$ cat src/rtl/joystick_debounce_pkg.sv
// Shared definitions for the joystick debouncer.
//   JOY_* : bit indices inside a 5-bit joystick vector {fire, left, right, down, up}
//   joy_t : 5-bit joystick vector, index 0 = fire
//   cnt_action_e : per-tick decision taken by each debounce_bit counter
package joystick_debounce_pkg;

  localparam int unsigned JOY_FIRE  = 0;
  localparam int unsigned JOY_LEFT  = 1;
  localparam int unsigned JOY_RIGHT = 2;
  localparam int unsigned JOY_DOWN  = 3;
  localparam int unsigned JOY_UP    = 4;
  localparam int unsigned JOY_W     = 5;

  typedef logic [0:JOY_W-1] joy_t;

  typedef enum logic [1:0] {
    CNT_HOLD,
    CNT_CLEAR,
    CNT_INC,
    CNT_FLIP
  } cnt_action_e;

endpackage

$ cat src/rtl/joystick_debounce_bit.sv
// Single-pin debouncer: two-flop synchroniser followed by a tick-qualified
// persistence counter and the accepted (active-high) stable state.
//   clk, reset : system clock, asynchronous active-high reset
//   sample_en  : single-cycle debounce tick
//   pin_n      : raw active-low pin, asynchronous to clk
//   st         : debounced active-high state
module debounce_bit
  import joystick_debounce_pkg::*;
#(
  parameter int unsigned DEBOUNCE_TICKS = 16,
  parameter int unsigned CNT_W          = 8
) (
  input  logic clk,
  input  logic reset,
  input  logic sample_en,
  input  logic pin_n,
  output logic st
);

  localparam logic [CNT_W-1:0] CNT_MAX = CNT_W'(DEBOUNCE_TICKS - 1);

  logic             sync1;
  logic             sync2;
  logic [CNT_W-1:0] cnt;
  cnt_action_e      action;

  // Synchroniser runs every clock; released (idle-high) during reset.
  always_ff @(posedge clk or posedge reset) begin
    if (reset) begin
      sync1 <= 1'b1;
      sync2 <= 1'b1;
    end else begin
      sync1 <= pin_n;
      sync2 <= sync1;
    end
  end

  // The counter only reaches CNT_MAX while the input disagrees with st,
  // and the flip clears it, so it can never wrap.
  always_comb begin
    action = CNT_HOLD;
    if (sample_en) begin
      if (~sync2 == st)
        action = CNT_CLEAR;
      else if (cnt == CNT_MAX)
        action = CNT_FLIP;
      else
        action = CNT_INC;
    end
  end

  always_ff @(posedge clk or posedge reset) begin
    if (reset) begin
      cnt <= '0;
      st  <= 1'b0;
    end else begin
      case (action)
        CNT_CLEAR: cnt <= '0;
        CNT_INC:   cnt <= cnt + CNT_W'(1);
        CNT_FLIP: begin
          cnt <= '0;
          st  <= ~st;
        end
        default:   cnt <= cnt;
      endcase
    end
  end

endmodule

$ cat src/rtl/joystick_debounce.sv
// Two-port joystick debouncer with port swap.
//   clk, reset : system clock, asynchronous active-high reset
//   sample_en  : debounce tick (clock enable)
//   fa_n, fb_n : raw active-low pins {fire, left, right, down, up}
//   swap       : 1 routes port B to joy1 and port A to joy2
//   joy1, joy2 : registered debounced active-high joystick vectors
//   change     : one-cycle pulse when any debounced bit toggles
module joystick_debounce
  import joystick_debounce_pkg::*;
#(
  parameter int unsigned DEBOUNCE_TICKS = 16,
  parameter int unsigned CNT_W          = 8
) (
  input  logic             clk,
  input  logic             reset,
  input  logic             sample_en,
  input  logic [0:JOY_W-1] fa_n,
  input  logic [0:JOY_W-1] fb_n,
  input  logic             swap,
  output logic [0:JOY_W-1] joy1,
  output logic [0:JOY_W-1] joy2,
  output logic             change
);

  joy_t st_a;
  joy_t st_b;
  joy_t st_a_q;
  joy_t st_b_q;

  for (genvar i = 0; i < JOY_W; i++) begin : g_bit
    debounce_bit #(
      .DEBOUNCE_TICKS(DEBOUNCE_TICKS),
      .CNT_W         (CNT_W)
    ) u_a (
      .clk      (clk),
      .reset    (reset),
      .sample_en(sample_en),
      .pin_n    (fa_n[i]),
      .st       (st_a[i])
    );

    debounce_bit #(
      .DEBOUNCE_TICKS(DEBOUNCE_TICKS),
      .CNT_W         (CNT_W)
    ) u_b (
      .clk      (clk),
      .reset    (reset),
      .sample_en(sample_en),
      .pin_n    (fb_n[i]),
      .st       (st_b[i])
    );
  end

  // change compares against a delayed copy of st rather than the routed
  // outputs, so a swap never produces a pulse; it lines up with joy1/joy2.
  always_ff @(posedge clk or posedge reset) begin
    if (reset) begin
      joy1   <= '0;
      joy2   <= '0;
      st_a_q <= '0;
      st_b_q <= '0;
      change <= 1'b0;
    end else begin
      joy1   <= swap ? st_b : st_a;
      joy2   <= swap ? st_a : st_b;
      st_a_q <= st_a;
      st_b_q <= st_b;
      change <= |({st_a, st_b} ^ {st_a_q, st_b_q});
    end
  end

endmodule

$ cat config.mk
export PLATFORM = sky130hd
export DESIGN_NAME = joystick_debounce
export DESIGN_NICKNAME = d
export VERILOG_FILES = /design/src/rtl/joystick_debounce_pkg.sv /design/src/rtl/joystick_debounce_bit.sv /design/src/rtl/joystick_debounce.sv
export SDC_FILE = /design/constraint.sdc
export NUM_CORES = 1
export LEC_CHECK = 0
export ABC_AREA = 1
export CELL_PAD_IN_SITES_DETAIL_PLACEMENT = 0
export CELL_PAD_IN_SITES_GLOBAL_PLACEMENT = 1
export CORE_MARGIN = 4
export CORE_UTILIZATION = 35
export CTS_CLUSTER_SIZE = 25
export DETAILED_ROUTE_END_ITERATION = 7
export PLACE_DENSITY_LB_ADDON = 0.2
export SLEW_MARGIN = 20
export SYNTH_ARGS = -nofsm -noshare
export SYNTH_HDL_FRONTEND = slang
export SYNTH_HIERARCHICAL = 1
export SYNTH_SLANG_ARGS = --single-unit
export TNS_END_PERCENT = 30
$ cat constraint.sdc
create_clock -name clk -period 1.45 [get_ports clk]
set_input_delay 0.435 -clock clk [delete_from_list [all_inputs] [get_ports clk]]
set_output_delay 0.435 -clock clk [all_outputs]
set_load 0.02 [all_outputs]
# [Word-level counts from Yosys, hierarchy flattened]
# Cells that the tools add are included.
[classes] n_addsub=10 eq_ne=50 n_mux=42 bitwise_logic=21 n_reduce_logical=21
[op_table] operator="$pmux W8 S2" n=10
[op_table] operator="$add A8 B1 Y8 const B" n=10
[op_table] operator="$eq A8 B4 Y1 const B" n=10
[op_table] operator="$eq A2 B2 Y1 const B" n=20
[op_table] operator="$mux W2" n=20
[op_table] operator="$eq A2 B1 Y1 const B" n=10
[op_table] operator="$not A1 Y1" n=20
[op_table] operator="$reduce_bool A2 Y1" n=10
[op_table] operator="$reduce_or A2 Y1" n=10
[op_table] operator="$eq A1 B1 Y1" n=10
[op_table] operator="$mux W1" n=10
[op_table] operator="$mux W5" n=2
[op_table] operator="$reduce_or A10 Y1" n=1
[op_table] operator="$xor A10 B10 Y10" n=1
[word_totals] reg_bits=131 input_bits=14 out_inout_bits=11 elab_cells=189

# [Longest topological paths before layout]
# Gate-level depths: netlist of run 1.
[logic_depth] depth_word=7 ltp_mapped=8 mapped_depth_nobuf=7

# [Hierarchy]
# Netlist of run 1, hierarchy kept.
[by_module_without_submodules] module="debounce_bit" instances=10 cells_each=71 area_per_inst_um2=599.3 seq_area_each_um2=277.8
[by_module_without_submodules] module="joystick_debounce" instances=1 cells_each=85 area_per_inst_um2=808.3 seq_area_each_um2=525.5

# [Worst setup path before layout of run 1]
# OpenSTA, ideal clock, no wires.
[synth_path] path_kind="reg-to-reg" startpoint="register g_bit[0].u_a.cnt[0]" endpoint="register g_bit[0].u_a.cnt[3]" setup_ns=0.120 t_arrival_ns=1.105 required_ns=1.330 setup_slack_ns=0.225 stages_incl_launch_ff=7 n_path_buf=0 period_less_slack_ns=1.225 cell_sequence="dfrtp_1 > ha_1 > nand3_1 > nor2_2 > nor2_2 > nor2_4 > nor2_1"
[synth_between] elab_chain_len=7 elab_cells_between_ends=11 cone_classes="add/sub (1); eq/ne (4); mux (4); reduce/logical (2)"
[synth_rtl] element="start: declaration" line_no="joystick_debounce_bit.sv:24" text="logic [CNT_W-1:0] cnt;"
[synth_rtl] element="start signal: assignment" line_no="joystick_debounce_bit.sv:59" text="CNT_INC: cnt <= cnt + CNT_W'(1);"
[synth_rtl] element="start signal: assignment" line_no="joystick_debounce_bit.sv:64" text="default: cnt <= cnt;"
[synth_rtl] element="$eq A8 B4 Y1" line_no="joystick_debounce_bit.sv:45" text="else if (cnt == CNT_MAX)"
[synth_rtl] element="$mux W1" line_no="joystick_debounce_bit.sv:45"
[synth_rtl] element="$mux W2" line_no="joystick_debounce_bit.sv:43" text="if (~sync2 == st)"
[synth_rtl] element="$mux W2" line_no="joystick_debounce_bit.sv:42" text="if (sample_en) begin"
[synth_rtl] element="$eq A2 B1 Y1 or $eq A2 B2 Y1 (tied branches)" line_no="joystick_debounce_bit.sv:57" text="case (action)"
[synth_rtl] element="$reduce_or A2 Y1 (no source line)"
[synth_rtl] element="$pmux W8 S2 or $reduce_bool A2 Y1 (tied branches)"
# Parallel ways exist; a longest one is shown, timed or not.
# A chain may end at the register's enable or synchronous reset.

# [Worst setup path after layout of run 1]
[layout_path] startpoint="register joy1[2] (netlist bit)" endpoint="output port joy1[2] (netlist bit)"
[layout_rtl] element="start: declaration" line_no="joystick_debounce.sv:20" text="output logic [0:JOY_W-1] joy1,"
[layout_rtl] element="start signal: assignment" line_no="joystick_debounce.sv:64" text="joy1 <= swap ? st_b : st_a;"
# No word-level cell between the ends.

==> impl_metrics.tcl, run 1 <==
set metrics [dict create \
    status "finished clean" \
    combPwrFrac_pct 8.0 \
    die_y_um 147 \
    grt_pass1_vias 4949 \
    p_sw_mw 2.10 \
    ys_seq_elements 131 \
    nNetsFinal 882 \
    crit_chain "buf_6" \
    syn-instance-count 795 \
    n_antenna_cell 0 \
    root_buffer "clkbuf_16" \
    grt_pass1_wl_mm 22.9 \
    slew_headroom_pct 81.1 \
    path_class "flip-flop to output pin" \
    wirelength_mm 13.2 \
    synth_most_common_cell "nand2_1" \
    core_mm2 0.0189 \
    cts_tree "built" \
    gr-usage-all-layers_pct 12.9 \
    drive_above_1_share_pct 17.8 \
    cts_resized 46 \
    worstSetupStartpoint "joy1[2]" \
    synth-seq-area-share_pct 48.6 \
    antenna_found_initial 0 \
    finClkSkew_ns 0.00677 \
    ys_top_cells_by_count "225 x nand2_1, 111 x dfrtp_1, 98 x nor2_1, 83 x inv_1, 61 x nand3_1" \
    critical_path.endpoint "joy1[2]" \
    seq_power_share_pct 45.0 \
    r2r_end "g_bit[0].u_a/cnt[3]" \
    initial_core_util_pct 36.0 \
    grt_start_max_net_pins 34 \
    netlist_area_mm2 0.00680 \
    worst_slew_pin_slew_ns 0.284 \
    p_int_mw 6.73 \
    clkSinkCount 131 \
    fin_cells 1131 \
    irDropWorstVdd_uv 690 \
    dr.pass1.iters 4 \
    numPortBuffers 24 \
    synth.avg_cell_area_um2 8.56 \
    grt.met2_usage_pct 22.1 \
    dpl-instance-area_mm2 0.00751 \
    io_pins 25 \
    clock_latency_ns 0.41 \
    fp-row-count 50 \
    ff2ff_setup_slack_ns 0.12 \
    cp_data_required_time_ns 1.02 \
    crit_family "flip-flops" \
    critPathMaxFanout 1 \
    final_util_pct 42.5 \
    yosysWarnings 6 \
    max_stage_delay_ns 0.41 \
    min_period_ns 1.41 \
    synth_top_cell_by_area "dfrtp_1" \
    r2r-start "g_bit[0].u_a/cnt[0]" \
    post-dp-hpwl_mm 9.52 \
    synth_area_leaders "dfrtp_1 41%, nand2_1 12%, dfstp_2 7.7%" \
    final_area_mm2 0.00804 \
    path_depth 1 \
    critPathLaunchType "flip-flop" \
    cts_setup_buffers 0 \
    vias 5046 \
    synthToLayoutAreaGrowth_pct 18.1 \
    clk_pin_slew_ns 0.06 \
    finalHoldViolCount 0 \
    synth_edf_count 0 \
    first_iter_violations 121 \
    grt.met3_usage_pct 3.37 \
    cts.path.max_buffers 2 \
    switching_share_pct 23.8 \
    place.gp.congestion 0.773 \
    rsz0062_at_grt "no" \
    final-max-slew-violation-count 0 \
    worstRegToRegCells 6 \
    vias_per_cell 4.46 \
    route.detailed.drc 0 \
    dp_cells 1099 \
    critical_path_arrival_ns 0.97 \
    crit_path_end_kind "output pin" \
    crit_buf_inv 1 \
    powerDensity_mw_per_mm2 1100 \
    antenna_left 0 \
    synthArstFlopShare_pct 100 \
    ys.flop_type "dfrtp_1" \
    top_usage_layer "met2" \
    cts_buffers 17 \
    htree_levels 4 \
    use_met1_pct 15.5 \
    setup_viol_count_final 0 \
    synth_top_area_share_pct 40.8 \
    fp.dieArea_mm2 0.0217 \
    timing.final.crit_share_pct 96.9 \
    synth_fp_nets 819 \
    fill_cells 1883 \
    p_leak_nw 3.84 \
    hold_path.class "flip-flop to flip-flop" \
    ys_types 19 \
    cp_slowest_cell "dfrtp_1" \
    die_w_um 147 \
    wl_per_cell_um 11.6 \
    clock_power_share_pct 47.0 \
    max_cap_viol_count 0 \
    ctsHoldBuffers 0 \
    grt_overflow_total 0 \
    max_freq_mhz 712 \
]
-- state kept, by name, indices dropped and copies added (netlist names) --
register / flops
g_bit.u_a/cnt: 40
g_bit.u_b/cnt: 40
g_bit.u_a/st: 5
g_bit.u_a/sync1: 5
g_bit.u_a/sync2: 5
g_bit.u_b/st: 5
g_bit.u_b/sync1: 5
g_bit.u_b/sync2: 5
joy1: 5
joy2: 5
st_a_q: 5
st_b_q: 5
change: 1
-- worst min-delay path by stage --
stage | startpoint | end | depth (start not counted)
6_report | g_bit[0].u_a/sync1 | g_bit[0].u_a/sync2 | 0
5_1_grt | g_bit[3].u_b/sync1 | g_bit[3].u_b/sync2 | 0
4_1_cts | g_bit[0].u_a/sync1 | g_bit[0].u_a/sync2 | 0
3_5_place_dp | g_bit[0].u_a/sync1 | g_bit[0].u_a/sync2 | 0
3_3_place_gp | g_bit[0].u_a/sync1 | g_bit[0].u_a/sync2 | 0
2_1_floorplan | reset | g_bit[0].u_a/cnt[0] | 1
-- worst reg2reg max path, delay by kind of cell, from the launching register on --
family,cells,cell delay (ns)
AND/OR/NAND/NOR,5,0.58
flip-flops,1,0.43
adder cells (fa/ha/maj),1,0.21
-- through the flow --
stage               hold WS (ns)  power (mW)  worst slack [ns]  setup TNS, ns
floorplan                  0.286        4.47             0.225              0
global placement           0.346        4.73           -0.0270        -0.0367
detailed placement         0.347        4.76           -0.0508        -0.0968
CTS                        0.356        9.01           -0.0177        -0.0177
global route               0.356        9.27           0.00528              0
finish                     0.356        8.83            0.0449              0
-- power groups by stage --
stage / Sequential (mW) / Combinational (mW) / Clock (mW)
3_5_place_dp: 4.03 / 0.724 / 0
4_1_cts: 3.97 / 0.723 / 4.32
2_1_floorplan: 4.01 / 0.461 / 0
3_3_place_gp: 4.03 / 0.703 / 0
5_1_grt: 3.99 / 0.804 / 4.47
6_report: 3.97 / 0.706 / 4.15
-- routing by layer --
metal | part of all wire (%) | vias to the layer above
met5 | 0 | -
met4 | 1.9 | 0
met3 | 3.2 | 13
met2 | 49 | 48
met1 | 46 | 2357
li1 | - | 2628
-- kinds of logic after synthesis --
family / Yosys count / synth area share (%)
buf+inv: 105 / 8.04
simple gates: 495 / 35.2
fa+ha+maj: 10 / 1.84
compound gates: 10 / 0.736
flops: 131 / 48.6
xor+xnor: 44 / 5.67
-- layout by cell type (no fill, tap or decap) --
| master | netlist | final |
|---|---|---|
| ha_1 | 10 | 10 |
| clkbuf_16 | 0 | 17 |
| clkbuf_8 | 0 | 2 |
| nor3_2 | 1 | 1 |
| xnor2_1 | 14 | 14 |
| dfstp_2 | 20 | 20 |
| nand2_4 | 10 | 10 |
| clkinvlp_4 | 0 | 2 |
| xor2_1 | 30 | 30 |
| nor2_4 | 20 | 20 |
| buf_6 | 20 | 2 |
| nand3b_1 | 20 | 20 |
| clkdlybuf4s50_1 | 0 | 12 |
| clkbuf_1 | 0 | 2 |
| buf_12 | 0 | 5 |
| bufinv_16 | 0 | 2 |
| nor2_1 | 98 | 98 |
| buf_2 | 2 | 9 |
| a21oi_1 | 4 | 4 |
| dfrtp_1 | 111 | 111 |
| inv_1 | 83 | 83 |
| o21ai_0 | 6 | 6 |
| nor2_2 | 20 | 20 |
| buf_4 | 0 | 38 |
| nand3_1 | 61 | 61 |
| nand2_1 | 225 | 225 |
| nand4_1 | 40 | 40 |
| clkinv_2 | 0 | 7 |
-- final cells by class --
type	instances	area (um^2)	share of cell area (%)
clock buffer	21	460	5.73
clock inverter	11	110	1.37
inverter	83	312	3.88
multi-input combinational	559	2950	36.7
sequential	131	3300	41.1
tap	260	325	4.05
timing repair buffer	66	573	7.13
Power figures use the tool's default switching activity.
==> run 2: changes to the inputs <==
--- a/config.mk
+++ b/config.mk
@@ -10,6 +10,7 @@
 export CELL_PAD_IN_SITES_GLOBAL_PLACEMENT = 1
 export CORE_MARGIN = 4
 export CORE_UTILIZATION = 35
+export CTS_BUF_LIST = sky130_fd_sc_hd__clkbuf_2
 export CTS_CLUSTER_SIZE = 25
 export DETAILED_ROUTE_END_ITERATION = 7
 export PLACE_DENSITY_LB_ADDON = 0.2
==> run 2 against run 1 <==
The flow now finishes with violations (negative setup slack). Sequential power is essentially flat. Critical endpoint unchanged. Combinational power grew 2%. Via count up 0.73%. Clock power shrank 49%. Clock-buffer cell count fell by 2. Cell area down 3.7%. Flip-flop and latch count is the same. Fmax is 18% lower. Global-route usage decreased by 0.18 points. Core utilization decreased by 1.6 points.
==> impl_metrics.tcl, run 2 (same netlist as run 1, synthesis figures left out) <==
set metrics [dict create \
    status "finished, violations left" \
    violations "negative setup slack" \
    crit_family "flip-flops" \
    max_stage_delay_ns 0.45 \
    fp.dieArea_mm2 0.0217 \
    finalHoldViolCount 0 \
    vias_per_cell 4.47 \
    rsz0062_at_grt "yes" \
    dr.pass1.iters 4 \
    critPathMaxFanout 1 \
    antenna_found_initial 1 \
    max_freq_mhz 581 \
    numPortBuffers 24 \
    core_mm2 0.0189 \
    synthToLayoutAreaGrowth_pct 13.8 \
    timing.final.ws_setup_ns -0.271 \
    crit_chain "buf_6" \
    place.gp.congestion 0.773 \
    hold_path.class "input pin to flip-flop" \
    clkSinkCount 131 \
    wirelength_mm 13.1 \
    setup_viol_count_final 11 \
    whs_path_depth 1 \
    tns_ns -2.55 \
    final-max-slew-violation-count 0 \
    htree_levels 4 \
    cts_buffers 17 \
    min_period_ns 1.72 \
    drive_above_1_share_pct 17.7 \
    antenna_left 0 \
    first_iter_violations 138 \
    initial_core_util_pct 36.0 \
    io_pins 25 \
    path_depth 1 \
    crit_path_end_kind "output pin" \
    largest_registers "g_bit.u_a/cnt x40, g_bit.u_b/cnt x40" \
    grt_overflow_total 0 \
    final_common_cell "nand2_1" \
    grt_start_max_net_pins 34 \
    cts_tree "built" \
    cp_data_required_time_ns 1.02 \
    irDropWorstVdd_uv 457 \
    most-common-layout-cells "225 x nand2_1, 111 x dfrtp_1, 98 x nor2_1" \
    nNetsFinal 886 \
    finClkSkew_ns 0.0238 \
    powerDensity_mw_per_mm2 880 \
    root_buffer "clkbuf_2" \
    gr-usage-all-layers_pct 12.7 \
    critPathLaunchType "flip-flop" \
    critical_path_arrival_ns 1.29 \
    fill_cells 1918 \
    pre_cts_ws_ns -0.0508 \
    clock_latency_ns 0.69 \
    grt_pass1_wl_mm 22.7 \
    p_leak_nw 3.71 \
    die_w_um 147 \
    fp-row-count 50 \
    cp_slowest_cell "dfrtp_1" \
    cts.path.max_buffers 2 \
    route.detailed.drc 0 \
    grt_pass1_vias 4952 \
    max_cap_viol_count 0 \
    die_y_um 147 \
    wl_per_cell_um 11.5 \
    slew_headroom_pct 69.1 \
    total_power_mw 6.81 \
    path_class "flip-flop to output pin" \
    worst_slew_pin_slew_ns 0.463 \
    timing.final.crit_share_pct 119 \
    crit_buf_inv 1 \
    post-dp-hpwl_mm 9.52 \
    vias 5083 \
    clk_pin_slew_ns 0.19 \
    worstRegToRegCells 6 \
]
==> run 2: cell types whose count changed in the layout (fill, tap and decap cells not counted) <==
cell / before / now
buf_2: 9 / 6
clkbuf_1: 2 / 0
clkbuf_16: 17 / 0
buf_6: 2 / 5
clkinv_1: 0 / 2
clkbuf_8: 2 / 0
diode_2: 0 / 1
clkbuf_2: 0 / 19
dlygate4sd3_1: 0 / 4
==> run 2: area by class of cell <==
type                            instances  area [um^2]  share of cell area (%)
Sequential cell                       131         3300                    42.7
Multi-Input combinational cell        559         2950                    38.1
Timing Repair Buffer                   70          632                    8.16
Tap cell                              260          325                    4.20
Inverter                               83          312                    4.03
Clock inverter                         13          118                    1.52
Clock buffer                           19         95.1                    1.23
Antenna cell                            1         2.50                  0.0323
==> run 2: worst paths after layout <==
kind | startpoint | endpoint | slack [ns]
setup / recovery | joy1[2] | joy1[2] | -0.27
hold reg to reg | g_bit[0].u_a/sync1 | g_bit[0].u_a/sync2 | 0.37
setup reg to reg | g_bit[0].u_a/cnt[0] | g_bit[0].u_a/cnt[3] | 0.11
hold / removal | fb_n[1] | g_bit[1].u_b/sync1 | 0.12
max in group asynchronous | reset | g_bit[3].u_a/cnt[1] | 0.41
min in group asynchronous | reset | g_bit[0].u_b/st | 0.65
==> run 2: metrics by stage <==
step	cell area [um^2]	utilization (%)	hold slack, ns	std cells
after floorplan	6800	-	0.286	795
after global placement	7510	39.7	0.346	1099
after detailed placement	7510	39.7	0.347	1099
after CTS	7700	40.8	0.000805	1133
after global routing	7740	41.0	0.00146	1136
final	7740	41.0	0.118	1136
==> run 2: layer usage <==
metal,global-route usage [%],part of all wire [%],wire [um],vias up
li1,-,-,-,2631
met1,15.4,47,6080,2390
met2,21.6,48,6330,47
met3,3.74,3.3,436,15
met4,4.57,1.7,220,0
met5,0,0,0,-
==> run 2: what timing repair did <==
action	in CTS	in global routing
gates resized for setup	50	4
setup buffers	0	0
setup endpoints to repair	11	12
hold endpoints to repair	2	2
hold buffers	2	2
==> run 2: where the power goes <==
| part | switching, mW | internal [mW] |
|---|---|---|
| sequential | 0.145 | 3.82 |
| clock | 1.36 | 0.768 |
| combinational | 0.401 | 0.316 |
| total | 1.90 | 4.91 |
